### src/rtl/sseg_pkg.sv
// Shared constants and types for the six-digit seven-segment scan path.
package sseg_pkg;
  localparam int NUM_DIGITS = 6;
  localparam int DIGIT_W    = 5;
  localparam int FRAME_W    = 30;
  localparam int SLOT_W     = 3;

  localparam logic [DIGIT_W-1:0] BLANK_CODE = 5'h0F;
  localparam logic [3:0]         MAX_BCD    = 4'd9;

  // Element NUM_DIGITS-1 holds slot 0 (leftmost), matching wr_data[29:25].
  typedef logic [NUM_DIGITS-1:0][DIGIT_W-1:0] frame_t;

  localparam frame_t BLANK_FRAME = {NUM_DIGITS{BLANK_CODE}};

  function automatic logic [DIGIT_W-1:0] slot_code(input frame_t f, input logic [SLOT_W-1:0] pos);
    return f[NUM_DIGITS-1-int'(pos)];
  endfunction
endpackage

### src/rtl/sseg_tick_gen.sv
// Slot prescaler: free-running 0..DIV-1 counter with a terminal-count tick.
module sseg_tick_gen #(
  parameter int DIV   = 8,
  parameter int CNT_W = $clog2(DIV)
) (
  input  logic             clk,
  input  logic             rst_n,
  output logic [CNT_W-1:0] cnt,
  output logic             tick
);
  logic [CNT_W-1:0] cnt_q, cnt_d;

  always_comb begin
    tick  = (cnt_q == CNT_W'(DIV - 1));
    cnt_d = tick ? '0 : cnt_q + 1'b1;
  end

  always_ff @(posedge clk or negedge rst_n) begin
    if (!rst_n) cnt_q <= '0;
    else        cnt_q <= cnt_d;
  end

  assign cnt = cnt_q;
endmodule

### src/rtl/sseg_scan.sv
// Six-digit scan controller: double-buffered frame, slot sequencing,
// PWM brightness and blanking of non-decimal codes.
module sseg_scan
  import sseg_pkg::*;
#(
  parameter int CLK_HZ  = 50000000,
  parameter int SCAN_HZ = 1000
) (
  input  logic               clk,
  input  logic               rst_n,
  input  logic               wr_en,
  input  logic [FRAME_W-1:0] wr_data,
  input  logic [2:0]         bright,
  output logic [DIGIT_W-1:0] digit,
  output logic [SLOT_W-1:0]  digit_pos,
  output logic               seg_en,
  output logic               frame_start,
  output logic               pending
);
  localparam int DIV   = CLK_HZ / SCAN_HZ;
  localparam int CNT_W = $clog2(DIV);

  if (DIV < 8 || (DIV % 8) != 0) begin : g_bad_div
    $error("sseg_scan: CLK_HZ/SCAN_HZ must be >= 8 and a multiple of 8");
  end

  logic [CNT_W-1:0]  cnt;
  logic              tick;
  logic [SLOT_W-1:0] pos_q, pos_d;
  frame_t            active_q, active_d, shadow_q, shadow_d;
  logic              pending_q, pending_d;
  logic              fs_q, fs_d;
  logic              wrap, commit;
  logic [31:0]       on_lim;

  sseg_tick_gen #(.DIV(DIV), .CNT_W(CNT_W)) u_tick (
    .clk   (clk),
    .rst_n (rst_n),
    .cnt   (cnt),
    .tick  (tick)
  );

  always_comb begin
    wrap     = tick && (pos_q == SLOT_W'(NUM_DIGITS - 1));
    commit   = wrap && pending_q;
    pos_d    = pos_q;
    if (tick) pos_d = wrap ? '0 : pos_q + 1'b1;
    // Commit reads the old shadow; a same-cycle write lands in shadow and stays pending.
    active_d  = commit ? shadow_q : active_q;
    shadow_d  = wr_en ? frame_t'(wr_data) : shadow_q;
    pending_d = wr_en ? 1'b1 : (commit ? 1'b0 : pending_q);
    fs_d      = wrap;
  end

  always_ff @(posedge clk or negedge rst_n) begin
    if (!rst_n) begin
      pos_q     <= '0;
      active_q  <= BLANK_FRAME;
      shadow_q  <= BLANK_FRAME;
      pending_q <= 1'b0;
      fs_q      <= 1'b0;
    end else begin
      pos_q     <= pos_d;
      active_q  <= active_d;
      shadow_q  <= shadow_d;
      pending_q <= pending_d;
      fs_q      <= fs_d;
    end
  end

  // On-time is (bright+1) eighths of the slot; codes above 9 stay dark.
  always_comb begin
    on_lim = ({29'd0, bright} + 32'd1) * 32'(DIV / 8);
    digit  = slot_code(active_q, pos_q);
    seg_en = ({{(32-CNT_W){1'b0}}, cnt} < on_lim) && (digit[3:0] <= MAX_BCD);
  end

  assign digit_pos   = pos_q;
  assign frame_start = fs_q;
  assign pending     = pending_q;
endmodule

### config.mk
export PLATFORM = sky130hd
export DESIGN_NAME = sseg_scan
export DESIGN_NICKNAME = d
export VERILOG_FILES = /design/src/rtl/sseg_pkg.sv /design/src/rtl/sseg_tick_gen.sv /design/src/rtl/sseg_scan.sv
export SDC_FILE = /design/constraint.sdc
export NUM_CORES = 1
export LEC_CHECK = 0
export CELL_PAD_IN_SITES_DETAIL_PLACEMENT = 1
export CELL_PAD_IN_SITES_GLOBAL_PLACEMENT = 1
export CORE_UTILIZATION = 30
export CTS_CLUSTER_DIAMETER = 150
export DETAILED_ROUTE_END_ITERATION = 16
export PLACE_DENSITY = 0.54
export SLEW_MARGIN = 20
export SYNTH_ARGS = -nofsm -noshare
export SYNTH_HDL_FRONTEND = slang
export SYNTH_SLANG_ARGS = --single-unit
### constraint.sdc
create_clock -name clk -period 5.3 [get_ports clk]
set_clock_uncertainty 0.1 [all_clocks]
set_input_delay 0.53 -clock clk [delete_from_list [all_inputs] [get_ports clk]]
set_output_delay 0.53 -clock clk [all_outputs]
set_load 0.01 [all_outputs]
==> impl_metrics.csv, run 1 <==
group,metric,value,unit
status,outcome,"complete, no violations",
sta,period_minus_slack,5.02,ns
detailed_routing,avgViaCountPerCell,4.77,
setup_path,required,4.67,ns
yosys,synth_xor_area_share,4.68,%
sta,worstMarginPinSlew,0.818,ns
setup_path,startpoint_type,"input pin",
hold_path,hold_class,"in2async",
yosys,synth_cells,349,
cts,clock-sinks,81,
floorplanning,start_util,30.8,%
yosys,ys_seq_area_share,46.4,%
global_routing,grt_pass1_wl,16600,um
floorplanning,ios,47,
detailed_routing,avgRoutedWirePerCell,16.4,um
floorplanning,die_x,124,um
placement,numPortBuffers,46,
cts,ctsHoldBuffers,0,
yosys,synth_area,4490,um^2
yosys,async_reset_ff_share,100,%
detailed_routing,drt.antenna.violating_nets,0,
yosys,yosysWarnings,0,
cts,cts_buffers,9,
layout,fillCellCount,1541,
floorplanning,core,14600,um^2
sta,post-route-period-util,94.6,%
setup_path,crit_type,"in2out",
cts,clkTransAtPathRegs,0.06,ns
yosys,syn-mean-instance-area,12.9,um^2
setup_path,arrival,4.39,ns
global_routing,grt_start_max_net_pins,49,
yosys,ys_top_cells_by_count,"dfstp_2, ha_1, dfrtp_1",
cts,cts_max_level,3,
layout,final_nets,489,
layout,instances_no_fill,606,
yosys,synth-simple-area-share,8.07,%
detailed_routing,drt-pass1-iter-count,4,
setup_path,setup.reg_to_reg.worst_slack,2.86,ns
placement,dpl.cell_count,590,
yosys,ys.flop_type,"dfstp_2",
global_routing,gr-total-overflow,0,
yosys,synthDistinctLibCells,43,
detailed_routing,drtIter0Drc,97,
yosys,synth.area.top_cells,"dfstp_2, dfrtp_1, mux2_4",
placement,dp_hpwl,7350,um
floorplanning,die_y,124,um
layout,antennaDiodeCount,0,
cts,clk_latency,0.34,ns
yosys,synth_top_family_by_area,"multiplexers",
setup_path,cp_max_fo,4,
sta,slew_viol_final,0,
yosys,ys_seq_elements,81,
sta,relSlewSlack,45.5,%
cts,post_cts_buffers,0,
yosys,synth_mux_area_share,20.9,%
setup_path,cp-end-kind,"primary output",
yosys,synthesis.nets,421,
sta,fmax,0.199,GHz
layout,layout-drive-gt1-share,38.4,%
global_routing,antenna_found_initial,0,
detailed_routing,drc_errors,0,
detailed_routing,num_vias,2888,
yosys,synth_fa_ha_area_share,10.2,%
sta,hold_viol_final,0,
cts,ctsRootBufferMaster,"clkbuf_16",
placement,place_congestion,0.762,
power_and_ir_drop,p_leak,2.35,nW
yosys,yosysTopAreaCellShare,28.1,%
cts,clockBufferDepth,2,
global_routing,grt_util_all_layers,13.6,%
power_and_ir_drop,p_per_area,270,nW/um^2
cts,cts_tree,"yes",
yosys,synth_compound_area_share,6.18,%
yosys,yosysMostFrequentCell,"dfstp_2",
yosys,synth_edf_count,0,
floorplanning,placementRows,44,
flow_run,max_cap_violations,0,
global_routing,grt_pass1_vias,3117,
layout,post-route-util,38.4,%
floorplanning,die_area,15500,um^2
yosys,synth.largest_area_cell,"dfstp_2",
sta,setup_viol,0,
power_and_ir_drop,vdd_ir_drop_max,0.150,mV
detailed_routing,wl,9950,um
layout,area_delta_synth_final,24.5,%
## routing by layer
metal | up-vias | share of wire, % | track usage, %
met1 | 1442 | 49 | 18.3
met4 | 0 | 1.5 | 4.82
met2 | 38 | 46 | 21.1
li1 | 1394 | - | -
met5 | - | 0 | 0
met3 | 14 | 4.0 | 3.57
## state kept, by name (all words and copies together), names as in the netlist
name	count
active_q	30
shadow_q	30
digit_pos	3
frame_start	1
pending	1
u_tick.cnt	16
## path summary, 6_finish.rpt
| check | start | endpoint | depth (start not counted) |
|---|---|---|---|
| max in group asynchronous | rst_n | active_q[4]$_DFFE_PN0P_ | 2 |
| worst max register to register | u_tick.cnt[1]$_DFF_PN0_ | active_q[4]$_DFFE_PN0P_ | 5 |
| worst min register to register | u_tick.cnt[0]$_DFF_PN0_ | u_tick.cnt[0]$_DFF_PN0_ | 1 |
| min in group clk | u_tick.cnt[0]$_DFF_PN0_ | u_tick.cnt[0]$_DFF_PN0_ | 1 |
| worst min-delay path | rst_n | digit_pos[0]$_DFFE_PN0N_ | 1 |
| worst max-delay path | bright[1] | seg_en | 18 |
## what timing repair did
action | 4_1_cts | 5_1_grt
resized for setup | 7 | 7
pin swaps | 1 | 0
endpoints found under the setup margin | 1 | 1
## final cells by class
cell class,count,area (um^2),share of cell area [%]
clock inverter,5,37.5,0.671
tap,184,230,4.11
multi-input combinational,240,2310,41.3
sequential,81,2090,37.3
clock buffer,11,253,4.52
timing repair buffer,66,606,10.8
inverter,19,71.3,1.27
## logic make-up (layout without fill, tap and decap cells)
logic type	count (synthesis)	in the layout
DFF	81	81
muxes	69	69
buffers and inverters	28	101
and+or+nand+nor	68	68
adders and majority gates	36	36
xor gates and xnor gates	24	24
AOI/OAI and AO/OA	43	43
## per-stage QoR
step | setup slack [ns] | hold WS (ns) | total power, W | cell area (um^2) | setup TNS (ns)
final | 0.285 | 0.0416 | 0.00151 | 5600 | 0
after global routing | -0.00266 | 0.0661 | 0.00158 | 5600 | -0.00266
after CTS | 0.212 | 0.0450 | 0.00153 | 5560 | 0
after detailed placement | -0.267 | 0.378 | 0.000909 | 5250 | -0.267
after global placement | -0.192 | 0.369 | 0.000900 | 5250 | -0.192
after floorplan | 0.983 | 0.134 | 0.000797 | 4490 | 0
## power breakdown
part,switching (W),internal [W]
clock network,0.000264,0.000345
registers,0.0000124,0.000656
logic,0.000109,0.000125
## placed cells by master (no fill, tap or decap), drive strengths merged, types with 3 or more instances in the layout
master         Yosys  final
xor2              11     11
nand4              5      5
nand2             13     13
buf                9     21
nor2              14     14
ha                35     35
dfstp             48     48
clkdlybuf4s50      0     43
nand2b             3      3
and3               5      5
mux2              60     60
mux2i              4      4
nor3               7      7
inv               19     21
nand3              9      9
nor2b              5      5
o22ai              5      5
a21oi              9      9
xnor2             13     13
dfrtp             33     33
o211ai             5      5
clkbuf             0     11
mux4               5      5
o21ai              8      8
## worst max-delay path, stage by stage
cell	delay (ns)
clkdlybuf4s50_1	0.52
ha_2	0.24
xor2_4	0.19
ha_1	0.29
ha_1	0.31
ha_1	0.33
buf_4	0.16
nor2b_1	0.12
nor2_1	0.11
xor2_1	0.19
ha_1	0.28
a21oi_1	0.17
nand2_1	0.07
nor3_1	0.20
buf_4	0.15
o211ai_1	0.08
a21oi_1	0.15
dlygate4sd2_1	0.28
Note: power is estimated with default switching activity, not from simulation.
==> run 2: changes to the inputs <==
Settings changed: CORE_UTILIZATION 30 to 40, MAX_ROUTING_LAYER set to met4, PLACE_DENSITY 0.54 to 0.68.
==> run 2 against run 1 <==
- first-iteration DRC count decreased by 30%
- utilization is 12 points higher
- register-to-register slack worse by 0.03 ns
- sequential power about the same
- sequential share of layout area rose by 1.0 points
- critical path depth fell by 1
- worst hold slack worse by 0.0089 ns
==> impl_metrics.csv, run 2 (synthesized netlist as in run 1, its figures left out) <==
group,metric,value,unit
cts,ctsRootBufferMaster,"clkbuf_8",
hold_path,hold_class,"in2async",
layout,area_delta_synth_final,21.2,%
global_routing,grt_pass1_vias,3117,
detailed_routing,avgViaCountPerCell,5.11,
power_and_ir_drop,p_per_area,256,nW/um^2
layout,final_nets,487,
layout,final_cell_mix,"dfstp_2, clkdlybuf4s50_1, ha_1",
setup_path,crit_type,"in2out",
sta,hold_slack,0.0327,ns
detailed_routing,drtIter0Drc,68,
placement,place_congestion,0.778,
cts,cts_buffers,9,
sta,worstMarginPinSlew,0.820,ns
detailed_routing,avgRoutedWirePerCell,16.8,um
floorplanning,start_util,41.3,%
setup_path,cpMostUsedCell,"ha_1",
detailed_routing,drt.antenna.violating_nets,0,
setup_path,slowest_delay,0.54,ns
cts,ctsHoldBuffers,0,
sta,fmax,0.201,GHz
sta,rsz0062_at_grt,"no",
setup_path,cp-end-kind,"primary output",
sta,post-route-period-util,94.1,%
setup_path,slowest_stage,"clkdlybuf4s50_1",
setup_path,arrival,4.36,ns
floorplanning,die_x,108,um
global_routing,grt_start_max_net_pins,82,
power_and_ir_drop,p_leak,2.31,nW
floorplanning,core,10900,um^2
detailed_routing,wl,9390,um
layout,fillCellCount,1146,
sta,setup_viol,0,
setup_path,crit_buf_inv,4,
detailed_routing,drt-pass1-iter-count,4,
floorplanning,ios,47,
setup_path,setup.reg_to_reg.worst_slack,2.83,ns
power_and_ir_drop,vdd_ir_drop_max,0.199,mV
detailed_routing,num_vias,2861,
floorplanning,die_area,11700,um^2
setup_path,required,4.67,ns
cts,clock-sinks,81,
setup_path,cp_top_family,"adder cells",
flow_run,max_cap_violations,0,
layout,post-route-util,50.0,%
detailed_routing,met1Wirelength,4450,um
global_routing,grt_pass1_wl,15800,um
sta,slew_viol_final,0,
placement,place_ws,-0.244,ns
floorplanning,die_y,108,um
floorplanning,placementRows,38,
cts,clk_latency,0.36,ns
detailed_routing,wl_met2,4560,um
cts,clkTransAtPathRegs,0.08,ns
sta,hold_viol_final,0,
layout,layout_commonest_cell,"dfstp_2",
sta,relSlewSlack,45.3,%
status,outcome,"complete, no violations",
setup_path,startpoint_type,"input pin",
detailed_routing,met3_length,302,um
placement,dp_hpwl,6890,um
global_routing,antenna_found_initial,0,
setup_path,crit_chain,"clkdlybuf4s50_1 -> inv_1 -> ha_1 -> ha_1 -> ha_1 -> ha_1 -> buf_4 -> nand4b_1 -> a21o_1 -> a21boi_0 -> o21ai_0 -> xor2_1 -> ha_1 -> a211oi_1 -> o211ai_1 -> a21oi_1 -> clkbuf_2",
placement,numPortBuffers,46,
detailed_routing,drc_errors,0,
layout,layout-drive-gt1-share,36.9,%
power_and_ir_drop,power.total,0.00139,W
cts,cts_max_level,3,
layout,antennaDiodeCount,0,
cts,clockBufferDepth,2,
sta,setup_slack,0.313,ns
global_routing,grt_util_all_layers,18.3,%
sta,period_minus_slack,4.99,ns
detailed_routing,highest_layer,"met4",
global_routing,gr-total-overflow,0,
cts,cts_tree,"yes",
setup_path,cp_max_fo,3,
run 2: cell type report:
class | instances | area (um^2) | share of cell area, %
clock inverters | 2 | 60.1 | 1.10
well taps | 140 | 175 | 3.22
flip-flops and latches | 81 | 2090 | 38.3
clock buffers | 14 | 164 | 3.01
repair buffers | 64 | 608 | 11.2
multi-input cells | 240 | 2280 | 41.9
inverters | 19 | 71.3 | 1.31
run 2: final timing paths:
kind	cells after the start	startpoint	to
setup / recovery	17	bright[0]	seg_en
hold / removal	1	rst_n	active_q[14]$_DFFE_PN0P_
setup reg to reg	5	u_tick.cnt[1]$_DFF_PN0_	active_q[24]$_DFFE_PN0P_
hold reg to reg	1	u_tick.cnt[0]$_DFF_PN0_	u_tick.cnt[0]$_DFF_PN0_
max in group asynchronous	2	rst_n	active_q[17]$_DFFE_PN1P_
min in group clk	1	u_tick.cnt[0]$_DFF_PN0_	u_tick.cnt[0]$_DFF_PN0_
run 2: power by group:
group	switching (W)	internal (W)
combinational	0.000103	0.000119
clock	0.000209	0.000295
sequential	0.0000131	0.000656
run 2: what timing repair did:
action / 4_1_cts / 5_1_grt
setup endpoints to repair: 1 / 1
pin swaps: 0 / 1
setup buffers: 1 / 0
gates resized for setup: 6 / 4
run 2: per-layer routing:
metal	up-vias	track usage, %
li1	1379	-
met1	1438	23.8
met2	36	28.5
met3	8	5.30
met4	0	3.91
met5	-	-
run 2: through the flow:
stage | setup TNS [ns] | instances | area, um^2
after floorplan | 0 | 349 | 4490
after global placement | -0.106 | 542 | 5160
after detailed placement | -0.244 | 542 | 5160
after CTS | 0 | 559 | 5420
after global routing | 0 | 560 | 5450
final | 0 | 560 | 5450
==> run 3: changes to the inputs <==
Clock period 5.3 ns to 4.6 ns, I/O delays scaled along.
==> run 3 against run 2 <==
- via count increased by 3.1%
- worst hold slack improved by 0.14 ns
- critical endpoint unchanged
- power increased by 15%
- sequential cell count unchanged
- combinational power is 27% higher
- clock power increased by 10%
- count of clock-buffer cells in the layout decreased by 4
==> impl_metrics.csv, run 3 (synthesized netlist as in run 1, its figures left out) <==
group,metric,value,unit
status,outcome,"complete, no violations",
detailed_routing,wl,9430,um
global_routing,grt_pass1_wl,16000,um
placement,place_ws,-0.874,ns
power_and_ir_drop,p_leak,2.36,nW
setup_path,path_depth,17,
setup_path,cpMostUsedCell,"ha_1",
cts,cts_tree,"yes",
floorplanning,ios,47,
setup_path,crit_type,"in2out",
sta,relSlewSlack,34.4,%
sta,hold_viol_final,0,
setup_path,crit_chain,"buf_2 -> ha_4 -> xor2_4 -> ha_1 -> ha_1 -> ha_1 -> and2_1 -> a31o_2 -> nor3_2 -> o41ai_2 -> xnor2_1 -> ha_1 -> a21o_1 -> a211oi_2 -> o211ai_1 -> a21oi_1 -> buf_2",
power_and_ir_drop,power.total,0.00161,W
detailed_routing,drt-pass1-iter-count,4,
sta,hold_slack,0.168,ns
floorplanning,die_area,11700,um^2
sta,setup_slack,0.257,ns
global_routing,antenna_found_initial,0,
setup_path,arrival,3.78,ns
layout,area_delta_synth_final,23.4,%
floorplanning,core,10900,um^2
setup_path,slowest_stage,"ha_1",
placement,dp_hpwl,6950,um
setup_path,slowest_delay,0.33,ns
detailed_routing,avgViaCountPerCell,5.17,
hold_path,hold_class,"in2async",
setup_path,required,4.04,ns
layout,instances_no_fill,571,
sta,rsz0062_at_grt,"no",
cts,clock-sinks,81,
setup_path,cp_max_fo,4,
floorplanning,die_y,108,um
setup_path,cp-end-kind,"primary output",
placement,place_congestion,0.791,
detailed_routing,avgRoutedWirePerCell,16.5,um
global_routing,grt_start_max_net_pins,82,
cts,clk_latency,0.36,ns
layout,final_cell_mix,"dfstp_2, clkdlybuf4s50_1, dfrtp_1",
floorplanning,die_x,108,um
cts,ctsRootBufferMaster,"clkbuf_8",
cts,cts_buffers,9,
placement,numPortBuffers,46,
layout,layout-drive-gt1-share,42.0,%
layout,layout_commonest_cell,"dfstp_2",
global_routing,grt_util_all_layers,18.5,%
floorplanning,placementRows,38,
setup_path,startpoint_type,"input pin",
setup_path,crit_buf_inv,2,
setup_path,cp_top_family,"adder cells",
setup_path,reg2reg_depth,5,
detailed_routing,drc_errors,0,
floorplanning,start_util,41.3,%
power_and_ir_drop,vdd_ir_drop_max,0.155,mV
placement,dpl.cell_count,555,
sta,setup_viol,0,
detailed_routing,drtIter0Drc,80,
power_and_ir_drop,p_per_area,290,nW/um^2
cts,clockBufferDepth,2,
sta,period_minus_slack,4.34,ns
detailed_routing,num_vias,2950,
cts,ctsHoldBuffers,0,
cts,cts_max_level,3,
sta,worstMarginPinSlew,0.985,ns
global_routing,gr-total-overflow,0,
global_routing,grt_pass1_vias,3197,
sta,slew_viol_final,0,
sta,fmax,0.230,GHz
cts,clkTransAtPathRegs,0.08,ns
sta,post-route-period-util,94.4,%
layout,final_nets,499,
flow_run,max_cap_violations,0,
layout,antennaDiodeCount,0,
detailed_routing,drt.antenna.violating_nets,0,
==> run 3: changes by cell type in the layout (fill, tap and decap cells not counted), sizes merged <==
| cell | change |
|---|---|
| inv | +3 |
| clkdlybuf4s50 | -3 |
| clkbuf | -4 |
| buf | +15 |
==> run 3: stage by stage <==
| step | setup TNS (ns) | utilization, % | cell area (um^2) |
|---|---|---|---|
| after floorplan | 0 | - | 4490 |
| after global placement | -0.655 | 48.3 | 5260 |
| after detailed placement | -0.874 | 48.3 | 5260 |
| after CTS | 0 | 51.0 | 5560 |
| after global routing | 0 | 50.9 | 5550 |
| final | 0 | 50.9 | 5550 |
==> run 3: layout make-up <==
| cell class | instances | area [um^2] |
|---|---|---|
| fillers | 1146 | 5340 |
| multi-input cells | 240 | 2340 |
| flip-flops and latches | 81 | 2090 |
| repair buffers | 76 | 663 |
| well taps | 140 | 175 |
| clock buffers | 10 | 128 |
| clock inverters | 5 | 78.8 |
| inverters | 19 | 71.3 |
==> run 3: report_power, final <==
group / leakage [nW] / switching, W / total [W] / internal [W]
registers: 0.928 / 0.0000150 / 0.000770 / 0.000755
clock network: 0.108 / 0.000252 / 0.000556 / 0.000304
logic: 1.32 / 0.000126 / 0.000282 / 0.000157
total: 2.36 / 0.000393 / 0.00161 / 0.00122
==> run 3: metal layers <==
layer	track usage, %	vias up	share of wire [%]
met5	-	-	0
li1	-	1407	-
met3	4.64	10	3.4
met1	22.9	1495	46
met2	30.3	38	49
met4	4.70	0	1.1
==> run 3: worst paths after layout <==
path / from / end / slack, ns
max: bright[0] / seg_en / 0.26
min: rst_n / active_q[29]$_DFFE_PN0P_ / 0.17
max reg2reg: u_tick.cnt[1]$_DFF_PN0_ / active_q[9]$_DFFE_PN0P_ / 2.15
min reg2reg: u_tick.cnt[0]$_DFF_PN0_ / u_tick.cnt[0]$_DFF_PN0_ / 0.40
max in group asynchronous: rst_n / u_tick.cnt[11]$_DFF_PN0_ / 3.61
min in group clk: u_tick.cnt[0]$_DFF_PN0_ / u_tick.cnt[0]$_DFF_PN0_ / 0.40
==> run 3: repair_timing <==
action,4_1_cts,5_1_grt
buffers inserted,1,0
gates resized for setup,22,10
setup endpoints to repair,1,1
pin swaps,3,5
==> RTL change, RTL diff (flow settings as in run 2) <==
`DIGIT_W`: 5 -> 10.
--- a/src/rtl/sseg_pkg.sv
+++ b/src/rtl/sseg_pkg.sv
@@ -2,5 +2,5 @@
 package sseg_pkg;
   localparam int NUM_DIGITS = 6;
-  localparam int DIGIT_W    = 5;
+  localparam int DIGIT_W    = 10;
   localparam int FRAME_W    = 30;
   localparam int SLOT_W     = 3;
Ports: changed (resized digit); port bits go from 47 to 52. The function was not compared with the original's and may differ.
==> RTL change against run 2 <==
Worst setup slack worse by 51 ps; design area up 2.9%; area after synthesis up 1.5%; total power up 9.1%; routed wire length up 3.2%; clock power up 26%; worst hold slack better by 110 ps; sequential cell count up 2.
==> RTL change: results (changes against run 2) <==
Synth cell types=42 (was 43); dpl ws=-213 ps (was -244 ps); Synth Area in XOR/XNOR=4.80% (was 4.68%); final wirelength=9690 microns (was 9390 microns); Synth Area in Compound Gates=6.14% (was 6.18%); syn nets=444 (was 421); fillers=1149 (was 1146); largest net degree at the start of global routing=84 (was 82); peak supply drop=0.191 mV (was 0.199 mV); First-pass DRT Iterations=6 (was 4); Fin Hold WS=145 ps (was 32.7 ps); placed cell count=563 (was 542); layout cells sized above 1=29.1% (was 36.9%); Critical Path AT=4410 ps (was 4360 ps); GRT Util Overall=18.9% (was 18.3%); r2r endpoint=active_q[9]$_DFFE_PN0P_ (was active_q[24]$_DFFE_PN0P_); register area share after synthesis=46.2% (was 46.4%); Post-Syn Instances=373 (was 349); DRT iter0 DRCs=118 (was 68); dpl hpwl=6830 microns (was 6890 microns); Pleak=0.00255 uW (was 0.00231 uW); multiplexer share of the synthesized area=20.8% (was 20.9%); status=finished, final reports clean (unchanged); clock latency on the worst-skew pair=330 ps (was 360 ps); fin area=0.00560 sq mm (was 0.00545 sq mm); nets@finish=506 (was 487); Via density=5.20 (was 5.11); post-synthesis adder-cell area fraction=9.60% (was 10.2%)
## RTL change: changes by cell type after synthesis, sizes merged, moves of 3 or more
cell,change
o22ai,-5
nor2,+17
inv,-4
o21ai,+4
dfstp,-22
a21oi,+7
and3,-3
clkbuf,+4
dfrtp,+24
## RTL change: how the worst max path moves through the flow
stage	startpoint	to	slack, ps	depth (start not counted)
after global placement	bright[0]	seg_en	0.6	19
after detailed placement	bright[0]	seg_en	-210	20
final	bright[0]	seg_en	260	21
after global routing	bright[0]	seg_en	-2	19
after CTS	bright[0]	seg_en	40	21
after floorplan	bright[0]	seg_en	990	18
## RTL change: layout make-up
type	count	area, sq um	area share [%]
well taps	140	175	3.13
multi-input cells	262	2350	41.9
clock inverters	3	26.3	0.469
flip-flops and latches	83	2110	37.7
clock buffers	13	283	5.05
inverters	15	56.3	1.01
repair buffers	64	604	10.8
## RTL change: repair_timing
action / 4_1_cts / 5_1_grt
endpoints found under the setup margin: 1 / 1
gates cloned: 0 / 0
pin swaps: 1 / 4
setup buffers: 0 / 1
hold buffers: 0 / 0
resized for setup: 3 / 7
endpoints found under the hold margin: 0 / 0
## RTL change: critical path, stage by stage
cell and delay [ps]:
clkdlybuf4s50_1 510, inv_1 80, ha_1 330, ha_2 210, xnor2_1 160, ha_1 200
a21o_1 150, ha_1 300, a211o_1 290, o211ai_1 130, buf_4 160, nor2b_1 100
o21ai_0 80, nand2b_1 100, ha_1 250, a21oi_2 130, nor2_1 70, a211oi_2 200
o211ai_1 110, a21oi_1 160, buf_2 150
## RTL change: power breakdown
group,switching (uW),internal (uW)
combinational,101,109
sequential,11.6,664
clock,257,379
## RTL change: per-layer routing
metal	global-route usage, %	wire [microns]	up-vias
li1	-	-	1450
met1	24.4	4660	1520
met2	29.8	4650	39
met3	4.18	276	7
met4	5.31	94	0
met5	-	0	-
